`src/rtl/cxs_tx_pkg.sv`:
```
`default_nettype none
// ============================================================================
// Module      : cxs_tx_pkg
// Description : Shared types and header layout for the CXS TX flit packer.
//               Provides the link state enumeration, header bit positions
//               and the header builder used by cxs_tx_flit_packer.
// Revision    : 1.0 - initial release
// ============================================================================
package cxs_tx_pkg;

    typedef enum logic [1:0] {
        STOP  = 2'd0,
        ACTV  = 2'd1,
        RUN   = 2'd2,
        DEACT = 2'd3
    } link_state_e;

    // Header layout (bit positions inside the HDR_W-bit header)
    localparam int c_HDR_MIN_W     = 52;
    localparam int c_HDR_PRCL_LSB  = 49;
    localparam int c_HDR_MPF_LSB   = 47;
    localparam int c_HDR_DFW_LSB   = 45;
    localparam int c_HDR_LAST_BIT  = 44;
    localparam int c_HDR_CNTL_MAXW = 44;

    // Builds the low 52 header bits; dp/cp sit at the top of the header and
    // are placed by the caller because their position depends on HDR_W.
    function automatic logic [c_HDR_MIN_W-1:0] build_hdr(
        input logic [2:0]                 prcltype,
        input logic [1:0]                 maxpktperflit,
        input logic [1:0]                 dataflitwidth,
        input logic                       last,
        input logic [c_HDR_CNTL_MAXW-1:0] cntl
    );
        logic [c_HDR_MIN_W-1:0] h;
        h                                  = '0;
        h[c_HDR_PRCL_LSB +: 3]             = prcltype;
        h[c_HDR_MPF_LSB  +: 2]             = maxpktperflit;
        h[c_HDR_DFW_LSB  +: 2]             = dataflitwidth;
        h[c_HDR_LAST_BIT]                  = last;
        h[c_HDR_CNTL_MAXW-1:0]             = cntl;
        return h;
    endfunction

endpackage
`default_nettype wire

```
`src/rtl/cxs_tx_fifo.sv`:
```
`default_nettype none
// ============================================================================
// Module      : cxs_tx_fifo
// Description : Synchronous FIFO, WIDTH x DEPTH (DEPTH power of 2).
//               Ports: cxs_clk, cxs_rst_n (async, active-low), i_push,
//               i_push_data, i_pop, o_pop_data (head, zero when empty),
//               o_full, o_empty, o_count.
//               Push while full is accepted only together with a pop.
// Revision    : 1.0 - initial release
// ============================================================================
module cxs_tx_fifo #(
    parameter int WIDTH = 512,
    parameter int DEPTH = 4
) (
    input  logic                       cxs_clk,
    input  logic                       cxs_rst_n,
    input  logic                       i_push,
    input  logic [WIDTH-1:0]           i_push_data,
    input  logic                       i_pop,
    output logic [WIDTH-1:0]           o_pop_data,
    output logic                       o_full,
    output logic                       o_empty,
    output logic [$clog2(DEPTH):0]     o_count
);
    localparam int c_AW = $clog2(DEPTH);
    localparam int c_CW = c_AW + 1;

    logic [WIDTH-1:0] r_mem [DEPTH];
    logic [c_AW-1:0]  r_wr_ptr;
    logic [c_AW-1:0]  r_rd_ptr;
    logic [c_CW-1:0]  r_count;
    logic             w_do_push;
    logic             w_do_pop;

    assign o_empty    = (r_count == '0);
    assign o_full     = (r_count == c_CW'(DEPTH));
    assign o_count    = r_count;
    assign w_do_pop   = i_pop & ~o_empty;
    assign w_do_push  = i_push & (~o_full | w_do_pop);
    // Zeroing the head when empty keeps the output defined out of reset.
    assign o_pop_data = o_empty ? '0 : r_mem[r_rd_ptr];

    always_ff @(posedge cxs_clk or negedge cxs_rst_n) begin
        if (!cxs_rst_n) begin
            r_wr_ptr <= '0;
            r_rd_ptr <= '0;
            r_count  <= '0;
        end else begin
            if (w_do_push) r_wr_ptr <= r_wr_ptr + c_AW'(1);
            if (w_do_pop)  r_rd_ptr <= r_rd_ptr + c_AW'(1);
            r_count <= r_count + c_CW'(w_do_push) - c_CW'(w_do_pop);
        end
    end

    always_ff @(posedge cxs_clk) begin
        if (w_do_push) r_mem[r_wr_ptr] <= i_push_data;
    end

    a_no_overflow: assert property (@(posedge cxs_clk) disable iff (!cxs_rst_n)
        !(i_push && o_full && !i_pop));

endmodule
`default_nettype wire

```
`src/rtl/cxs_tx_flit_packer.sv`:
```
`default_nettype none
// ============================================================================
// Module      : cxs_tx_flit_packer
// Description : CXS transmit flit packer. Accepts credited CXS beats,
//               prepends an HDR_W-bit header (HDR_W = FLIT_W - CXS_DATA_W),
//               buffers flits and drives them to the RX link with
//               tx_valid/rx_ready. Includes the STOP/ACTV/RUN/DEACT link FSM
//               and credit grant/return accounting.
//               Ports: CXS side (activereq/ack, deacthint, valid, data, cntl,
//               last, prcltype, crdgnt, crdrtn), cfg_* header fields,
//               link side (rx_ready, tx_valid, tx_pkt_data), crd_err.
//               Option CXS_TX_PARITY_EN: adds tx_pkt_par, even parity per
//               byte of tx_pkt_data, stored in the FIFO with the flit.
// Revision    : 1.0 - initial release
// ============================================================================
module cxs_tx_flit_packer
    import cxs_tx_pkg::*;
#(
    parameter int CXS_DATA_W = 256,
    parameter int FLIT_W     = 512,
    parameter int CNTL_W     = 14,
    parameter int FIFO_DEPTH = 4,
    parameter int MAX_CRD    = 15
) (
    input  logic                  cxs_clk,
    input  logic                  cxs_rst_n,
    input  logic                  cxs_activereq,
    output logic                  cxs_activeack,
    output logic                  cxs_deacthint,
    input  logic                  cxs_valid,
    input  logic [CXS_DATA_W-1:0] cxs_data,
    input  logic [CNTL_W-1:0]     cxs_cntl,
    input  logic                  cxs_last,
    input  logic [2:0]            cxs_prcltype,
    output logic                  cxs_crdgnt,
    input  logic                  cxs_crdrtn,
    input  logic                  cfg_dp,
    input  logic                  cfg_cp,
    input  logic [1:0]            cfg_maxpktperflit,
    input  logic [1:0]            cfg_dataflitwidth,
    input  logic                  rx_ready,
    output logic                  tx_valid,
    output logic [FLIT_W-1:0]     tx_pkt_data,
`ifdef CXS_TX_PARITY_EN
    output logic [FLIT_W/8-1:0]   tx_pkt_par,
`endif
    output logic                  crd_err
);
    localparam int HDR_W    = FLIT_W - CXS_DATA_W;
    localparam int c_CNT_W  = $clog2(FIFO_DEPTH) + 1;
`ifdef CXS_TX_PARITY_EN
    localparam int c_NBYTES = FLIT_W / 8;
    localparam int c_FIFO_W = FLIT_W + c_NBYTES;
`else
    localparam int c_FIFO_W = FLIT_W;
`endif

    localparam logic [1:0] c_ST_STOP  = STOP;
    localparam logic [1:0] c_ST_ACTV  = ACTV;
    localparam logic [1:0] c_ST_RUN   = RUN;
    localparam logic [1:0] c_ST_DEACT = DEACT;

    if (HDR_W < c_HDR_MIN_W) begin : g_chk_hdr
        $error("cxs_tx_flit_packer: FLIT_W - CXS_DATA_W must be >= 52");
    end
    if (CNTL_W > c_HDR_CNTL_MAXW) begin : g_chk_cntl
        $error("cxs_tx_flit_packer: CNTL_W must be <= 44");
    end
    if ((FIFO_DEPTH < 2) || ((FIFO_DEPTH & (FIFO_DEPTH - 1)) != 0)) begin : g_chk_depth
        $error("cxs_tx_flit_packer: FIFO_DEPTH must be a power of 2 >= 2");
    end
    if ((MAX_CRD < 1) || (MAX_CRD > 15)) begin : g_chk_crd
        $error("cxs_tx_flit_packer: MAX_CRD must be 1..15");
    end

    logic [1:0]            r_state;
    logic [1:0]            w_state_nxt;
    logic                  r_activeack;
    logic                  r_crdgnt;
    logic                  w_gnt_nxt;
    logic [3:0]            r_crd_out;
    logic [3:0]            w_crd_nxt;
    logic                  r_crd_err;
    logic                  w_err_evt;
    logic                  w_acc;
    logic                  w_rtn_ok;
    logic [HDR_W-1:0]      w_hdr;
    logic [FLIT_W-1:0]     w_flit;
    logic [c_FIFO_W-1:0]   w_push_data;
    logic [c_FIFO_W-1:0]   w_pop_data;
    logic                  w_full;
    logic                  w_empty;
    logic                  w_pop;
    logic [c_CNT_W-1:0]    w_fifo_cnt;

    // ---------------- header / flit assembly ----------------
    always_comb begin
        w_hdr                   = '0;
        w_hdr[c_HDR_MIN_W-1:0]  = build_hdr(cxs_prcltype, cfg_maxpktperflit,
                                            cfg_dataflitwidth, cxs_last,
                                            c_HDR_CNTL_MAXW'(cxs_cntl));
        // dp/cp are written last so they own the top two header bits.
        w_hdr[HDR_W-1]          = cfg_dp;
        w_hdr[HDR_W-2]          = cfg_cp;
    end
    assign w_flit = {w_hdr, cxs_data};

`ifdef CXS_TX_PARITY_EN
    logic [c_NBYTES-1:0] w_par;
    always_comb begin
        w_par = '0;
        for (int b = 0; b < c_NBYTES; b++) begin
            w_par[b] = ^w_flit[8*b +: 8];
        end
    end
    assign w_push_data = {w_par, w_flit};
    assign tx_pkt_par  = w_pop_data[FLIT_W +: c_NBYTES];
`else
    assign w_push_data = w_flit;
`endif
    assign tx_pkt_data = w_pop_data[FLIT_W-1:0];

    // ---------------- credit accounting ----------------
    // A beat consumes a credit only if one is outstanding. A return is
    // honoured only if a credit is still left after this cycle's beat, so
    // with one credit out a simultaneous beat wins and the return errors.
    assign w_acc     = cxs_valid & (r_crd_out != 4'd0);
    assign w_rtn_ok  = cxs_crdrtn & (r_crd_out > {3'b000, w_acc});
    assign w_err_evt = (cxs_valid & (r_crd_out == 4'd0)) | (cxs_crdrtn & ~w_rtn_ok);
    assign w_crd_nxt = r_crd_out + {3'b000, r_crdgnt} - {3'b000, w_acc} - {3'b000, w_rtn_ok};

    // The grant on the wire now is already committed, so it counts as pending.
    // Issued from the next state so grants are only ever visible in RUN.
    assign w_gnt_nxt = (w_state_nxt == c_ST_RUN)
                     && ((32'(r_crd_out) + 32'(r_crdgnt)) < 32'(MAX_CRD))
                     && ((32'(r_crd_out) + 32'(w_fifo_cnt) + 32'(r_crdgnt)) < 32'(FIFO_DEPTH));

    // ---------------- link FSM ----------------
    always_comb begin
        w_state_nxt = r_state;
        case (r_state)
            c_ST_STOP:  if (cxs_activereq && rx_ready) w_state_nxt = c_ST_ACTV;
            c_ST_ACTV:  w_state_nxt = cxs_activereq ? c_ST_RUN : c_ST_STOP;
            c_ST_RUN:   if (!cxs_activereq) w_state_nxt = c_ST_DEACT;
            c_ST_DEACT: if ((r_crd_out == 4'd0) && w_empty) w_state_nxt = c_ST_STOP;
            default:    w_state_nxt = c_ST_STOP;
        endcase
    end

    always_ff @(posedge cxs_clk or negedge cxs_rst_n) begin
        if (!cxs_rst_n) begin
            r_state     <= c_ST_STOP;
            r_activeack <= 1'b0;
            r_crdgnt    <= 1'b0;
            r_crd_out   <= 4'd0;
            r_crd_err   <= 1'b0;
        end else begin
            r_state     <= w_state_nxt;
            r_activeack <= (w_state_nxt == c_ST_RUN) || (w_state_nxt == c_ST_DEACT);
            r_crdgnt    <= w_gnt_nxt;
            r_crd_out   <= w_crd_nxt;
            if (w_err_evt) r_crd_err <= 1'b1;
        end
    end

    // ---------------- flit buffer ----------------
    assign w_pop = ~w_empty & rx_ready;

    cxs_tx_fifo #(
        .WIDTH (c_FIFO_W),
        .DEPTH (FIFO_DEPTH)
    ) u_fifo (
        .cxs_clk     (cxs_clk),
        .cxs_rst_n   (cxs_rst_n),
        .i_push      (w_acc),
        .i_push_data (w_push_data),
        .i_pop       (w_pop),
        .o_pop_data  (w_pop_data),
        .o_full      (w_full),
        .o_empty     (w_empty),
        .o_count     (w_fifo_cnt)
    );

    assign tx_valid      = ~w_empty;
    assign cxs_activeack = r_activeack;
    assign cxs_crdgnt    = r_crdgnt;
    assign cxs_deacthint = (r_state == c_ST_RUN) & w_full & ~rx_ready;
    assign crd_err       = r_crd_err;

endmodule
`default_nettype wire

```
`config.mk`:
```
export PLATFORM = sky130hd
export DESIGN_NAME = cxs_tx_flit_packer
export DESIGN_NICKNAME = d
export VERILOG_FILES = /design/src/rtl/cxs_tx_pkg.sv /design/src/rtl/cxs_tx_fifo.sv /design/src/rtl/cxs_tx_flit_packer.sv
export SDC_FILE = /design/constraint.sdc
export NUM_CORES = 1
export LEC_CHECK = 0
export BUFFER_PORTS_ARGS = -buffer_cell sky130_fd_sc_hd__buf_2
export CORE_AREA = 3 3 442 444
export CTS_CLUSTER_SIZE = 24
export DETAILED_ROUTE_END_ITERATION = 8
export DIE_AREA = 0 0 445 447
export SLEW_MARGIN = 20
export SYNTH_ARGS = -nofsm -noshare
export SYNTH_HDL_FRONTEND = slang
export SYNTH_HIERARCHICAL = 1
export SYNTH_SLANG_ARGS = --single-unit
```
`constraint.sdc`:
```
create_clock -name cxs_clk -period 17.6 [get_ports cxs_clk]
set_input_delay 3.52 -clock cxs_clk [delete_from_list [all_inputs] [get_ports cxs_clk]]
set_output_delay 3.52 -clock cxs_clk [all_outputs]
set_load 0.005 [all_outputs]
```
# Word level (Yosys, flattened, before mapping)
# Memory sizes are Yosys's and may differ from the RTL's.
# Index checks and enable logic that the tools add are counted.
# classes
add_sub_neg	10
order_cmp	3
n_eq_ne	6
mux	8
n_bitwise	15
reduce_logical	9
# ops
op	n
$mux 512	1
$and 1x1->1	9
$eq 2x2->1 const B	4
$mux 2	4
$pmux 2 s4	1
$sub 4x1->4	2
$add 5x1->6	1
$lt 6x3->1 const B	1
$add 4x1->5	1
$add 4x3->5	1
$lt 5x4->1 const B	1
$add 2x1->2 const B	2
$add 4x1->4	1
$gt 4x1->1	1
$logic_and 1x1->1	4
$logic_not 4->1	1
$not 1->1	4
$reduce_bool 4->1	1
$add 3x1->3	1
$eq 3x3->1 const B	1
$logic_not 3->1	1
$sub 3x1->3	1
$eq 2x1->1 const B	1
$logic_not 2->1	1
3 further kinds	5
# word_totals
ff_bits	16
ramBits	1120
input_bits	286
output_inout_bits	517
word_cells	60
mem_count	1
# mem_list
memory	words	word_bits	rd	rd_ports_with_merged_regs	write_ports	line	source
u_fifo.r_mem	4	280	1	0	1	cxs_tx_fifo.sv:28	logic [WIDTH-1:0] r_mem [DEPTH];

# Longest topological paths before layout
# logic_depth
word_depth	8
depth_mapped	12
mapped_depth_nobuf	12

# Modules after synthesis
# The synthesis kept the hierarchy.
# by_module_without_submodules
mod	instances	cells_per_inst	area_per_inst_um2	seq_area_each_um2
cxs_tx_fifo	1	3280	77747.1	61674.2
cxs_tx_flit_packer	1	65	654.4	225.2

# Least setup slack after synthesis
# OpenSTA, ideal clock, no wires.
# synth_path
kind	input-to-reg
from	in rx_ready
to	mem u_fifo/r_mem[0][0] (netlist name), enable pin
setup_time_ns	0.946
arrival_ns	15.656
required_time_ns	16.654
slack_ns	0.998
cell_stages	3
n_path_buf	0
cell_sequence	nor2b_1 > o21a_1 > and2_1
# synth_between
elab_chain_cells	6
# synth_lines
element	line	source
start, declared	cxs_tx_flit_packer.sv:41	input logic rx_ready,
$and 1x1->1	cxs_tx_flit_packer.sv:167	assign w_pop = ~w_empty & rx_ready;
$and 1x1->1	cxs_tx_fifo.sv:38	assign w_do_pop = i_pop & ~o_empty;
$or 1x1->1	cxs_tx_fifo.sv:39	assign w_do_push = i_push & (~o_full | w_do_pop);
$and 1x1->1	cxs_tx_fifo.sv:39	
$mux 1	cxs_tx_fifo.sv:56	if (w_do_push) r_mem[r_wr_ptr] <= i_push_data;
$mux 1 (implied by the code)	cxs_tx_fifo.sv:56	
end, declared	cxs_tx_fifo.sv:28	
# Every way passes these cells.

# Worst setup path in the final report
# layout_path
from	reg u_fifo.r_rd_ptr[0]
to	out tx_pkt_data[243]
# layout_between
elab_chain_cells	2
# layout_lines
element	line	source
start, declared	cxs_tx_fifo.sv:30	logic [c_AW-1:0] r_rd_ptr;
start signal, assigned	cxs_tx_fifo.sv:50	if (w_do_pop) r_rd_ptr <= r_rd_ptr + c_AW'(1);
$mem_v2 4x280	--	
$mux 512	cxs_tx_fifo.sv:41	assign o_pop_data = o_empty ? '0 : r_mem[r_rd_ptr];
end, declared	cxs_tx_flit_packer.sv:43	output logic [FLIT_W-1:0] tx_pkt_data,
# Every way passes these cells.

==> metrics.csv <==
stage,metric,value,unit
setup_path,element type at the critical path end,output pin,
synthesis,post-synthesis adder-cell area fraction,0.00316,
placed_design,DP HPWL,103000,um
setup_path,CP endpoint,tx_pkt_data[243],
synthesis,top cell type's share of synthesized area,0.784,
setup_path,worst-path maximum fanout,43,
setup_path,max incr delay on CP,0.90,ns
timing,clk_skew,0.0464,ns
power_and_ir_drop,Flop pwr share,0.414,
floorplan,row count,161,
timing,Final Hold Vio Count,0,
floorplan,die span in y,447,um
synthesis,commonest cells in the synthesized netlist,"2048 x edfxtp_1, 516 x and2_1, 512 x mux4_2",
setup_path,"Data required, critical path",14.08,ns
synthesis,Synth Area in Compound Gates,0.00121,
clocking,clock latency on the worst-skew pair,0.85,ns
synthesis,Netlist cell types,37,
setup_path,r2r startpoint,u_fifo/o_count[2],
power_and_ir_drop,Static Leak,33.6,nW
finish,Layout Nets,5464,
setup_path,CP cell instances,"buf_4, buf_4, buf_4, mux4_2, and2_1, buf_2",
timing,min cycle time layout,8.69,ns
synthesis,Post-Synth Simple-Gate Area,0.0428,
synthesis,Post-synth EDFFs,2048,
synthesis,"area leader, netlist",edfxtp_1,
setup_path,CP arrival,5.17,ns
placed_design,port buffer count,802,
synthesis,Syn Inst Count,3345,
routing,First-pass DRT Iterations,5,
power_and_ir_drop,internal power,11.4,mW
synthesis,largest family of logic cells by synthesized area,multiplexers,
routing,via-per-instance ratio,4.65,
floorplan,number of I/O pins,803,
clocking,Post-CTS Hold Buffers,0,
setup_path,flop2flop setup slack,11.77,ns
timing,RSZ-0062 raised after global routing,no,
routing,wire length per cell,21.7,um
clocking,htree depth,4,
setup_path,worst reg2reg path endpoint,u_fifo/r_mem[0][134],
floorplan,Initial Util,0.408,
placed_design,Final Wtd Congestion,0.760,
finish,P&R area growth vs syn,21.6,%
global_routing,Tot GR Track Use,0.171,
synthesis,mapped cell area,78400,um^2
setup_path,CP max stage cell,dfrtp_4,
synthesis,ys flop type,edfxtp_1,
routing,DRT iter0 DRCs,2347,
power_and_ir_drop,Comb power frac,0.322,
synthesis,most frequent cell after synthesis,edfxtp_1,
floorplan,Die ar.,199000,um^2
clocking,Root Driver,clkbuf_16,
timing,Max Clk Rate,115,MHz
timing,worst-margin pin slew,1.09,ns
global_routing,global-route wire length before repair,253000,um
synthesis,Post-Synth XOR/XNOR Area,0.000989,
min_path,Hold Crit Class,reg -> reg,
setup_path,critical path's top delay family,buffers and inverters,
placed_design,dpl cell area,88500,um^2
setup_path,"most used cell, CP",buf_4,
flow_run,max-cap violations,0,
synthesis,Synth Warn #,6,
setup_path,CP startpoint,u_fifo/r_rd_ptr[0],
timing,Slew Limit Fails,0,
synthesis,synth top area cells,"edfxtp_1 78%, mux4_2 15%, and2_1 4.1%, buf_6 0.76%, dfrtp_1 0.51%",
power_and_ir_drop,pwr dens,172,nW/um^2
finish,fin area,95300,um^2
setup_path,CP Class,reg -> out,
min_path,min-delay src,crd_err,
global_routing,initial antenna violation count,42,
power_and_ir_drop,Sw Share,0.302,
floorplan,CORE AREA,192000,um^2
power_and_ir_drop,Psw,4.96,mW
clocking,maximum clock path buffer count,3,
setup_path,WP depth,6,
setup_path,crit start category,register,
clocking,postcts setup bufs,0,
synthesis,mean area per synthesized cell,23.4,um^2
setup_path,WP buf/inv,4,
timing,Worst slew margin,0.273,
routing,drt total wl,171000,um
timing,Setup WS post-layout,8.91,ns
floorplan,Die Wd,445,um
timing,Final Cycle Share,0.494,
routing,drt drc,0,
synthesis,register area share after synthesis,0.790,
routing,antenna-violating nets left,0,
synthesis,mux cell area share after synthesis,0.147,
timing,setup violators final,0,
clocking,CTS Buf Count,211,
global_routing,largest net degree at the start of global routing,143,
placed_design,Setup WS pre-CTS,9.51,ns
global_routing,grt ovf,0,
power_and_ir_drop,clock power share,0.265,
routing,Vias,36704,
setup_path,R2R depth,8,
power_and_ir_drop,Design Power,16.4,mW
timing,setup TNS,0,ns
clocking,CTS tree,yes,
clocking,post-CTS sizing,0,
synthesis,Post-synth ARST share,0.00775,
status,status,completed,
power_and_ir_drop,Peak VDD IR,0.000155,V
finish,share of layout cells above drive strength 1,0.311,
clocking,clock sinks,2064,
synthesis,#FFs+latches synth,2064,
global_routing,vias in the first global route,38628,
clocking,"Clk pin slew, worst setup/hold paths",0.06,ns
## power by group through the flow
stage | Clock [mW] | Sequential (mW) | Combinational [mW]
2_1_floorplan | 0 | 7.37 | 3.26
3_3_place_gp | 0 | 6.85 | 5.45
4_1_cts | 4.48 | 6.79 | 5.46
3_5_place_dp | 0 | 6.88 | 5.44
6_report | 4.34 | 6.78 | 5.27
5_1_grt | 4.68 | 6.85 | 5.72
## final cells by class
| class | instances | area (um^2) |
|---|---|---|
| flip-flops and latches | 2064 | 61900 |
| well taps | 2526 | 3160 |
| fillers | 15783 | 96700 |
| repair buffers | 848 | 4520 |
| multi-input cells | 2019 | 18800 |
| inverters | 16 | 60.1 |
| diodes | 21 | 52.6 |
| clock inverters | 121 | 1250 |
| clock buffers | 270 | 5550 |
## registers in the layout (all words and copies together) (netlist names)
name and flops:
u_fifo/r_mem 2048, r_crd_out 4, u_fifo/o_count 3, r_state 2, u_fifo/r_rd_ptr 2, u_fifo/r_wr_ptr 2, crd_err 1, cxs_activeack 1
cxs_crdgnt 1
## kinds of logic (layout without fill, tap and decap cells)
| group | count (synthesis) | count (layout) |
|---|---|---|
| muxes | 513 | 513 |
| xor gates and xnor gates | 8 | 8 |
| and+or+nand+nor | 537 | 537 |
| DFF | 2064 | 2064 |
| AOI/OAI and AO/OA | 15 | 15 |
| buffers and inverters | 189 | 1255 |
| other | 1 | 949 |
| adders and majority gates | 18 | 18 |
## through the flow
stage / hold slack (ns) / util / cells
6_report: 0.473 / 0.497 / 7885
5_1_grt: 0.495 / 0.496 / 7874
4_1_cts: 0.474 / 0.496 / 7864
3_5_place_dp: 0.459 / 0.461 / 7473
3_3_place_gp: 0.451 / 0.461 / 7473
2_1_floorplan: 0.466 / - / 4272
## layer usage
layer	vias to the layer above	routed length, um	track usage
met4	20	5390	0.0635
met1	18866	66300	0.212
li1	16492	-	-
met3	303	11400	0.0449
met5	-	131	0
met2	1023	87600	0.288
## worst min path at each step
stage | endpoint | cells after the start
floorplan | crd_err | 1
global placement | crd_err | 1
detailed placement | crd_err | 1
CTS | crd_err | 1
global route | crd_err | 1
finish | crd_err | 1
## layout by cell type (no fill, tap or decap), drive strengths merged
master and instances:
a211oi 1, a21oi 3, a31o 1, a31oi 2, a41oi 1, and2 516
and3b 1, buf 848, bufinv 17, clkbuf 270, clkinv 92, clkinvlp 6
conb 928, dfrtp 16, diode 21, edfxtp 2048, fa 3, ha 15
inv 22, mux2 1, mux4 512, nand2 4, nand2b 1, nand3 4
nand3b 2, nor2 1, nor2b 2, nor3 2, nor3b 1, o2111ai 1
o21a 1, o21ai 4, o22ai 1, or3 1, or3b 2, xnor2 6
xor2 2
## worst reg2reg max path: stages (launching register included)
cell     delay, ns
dfrtp_1       0.41
or3_4         0.83
inv_1         0.20
nor2b_1       0.35
o21a_1        0.33
and2_4        0.69
buf_4         0.83
buf_4         0.90
buf_4         0.85
Power figures use the tool's default switching activity.
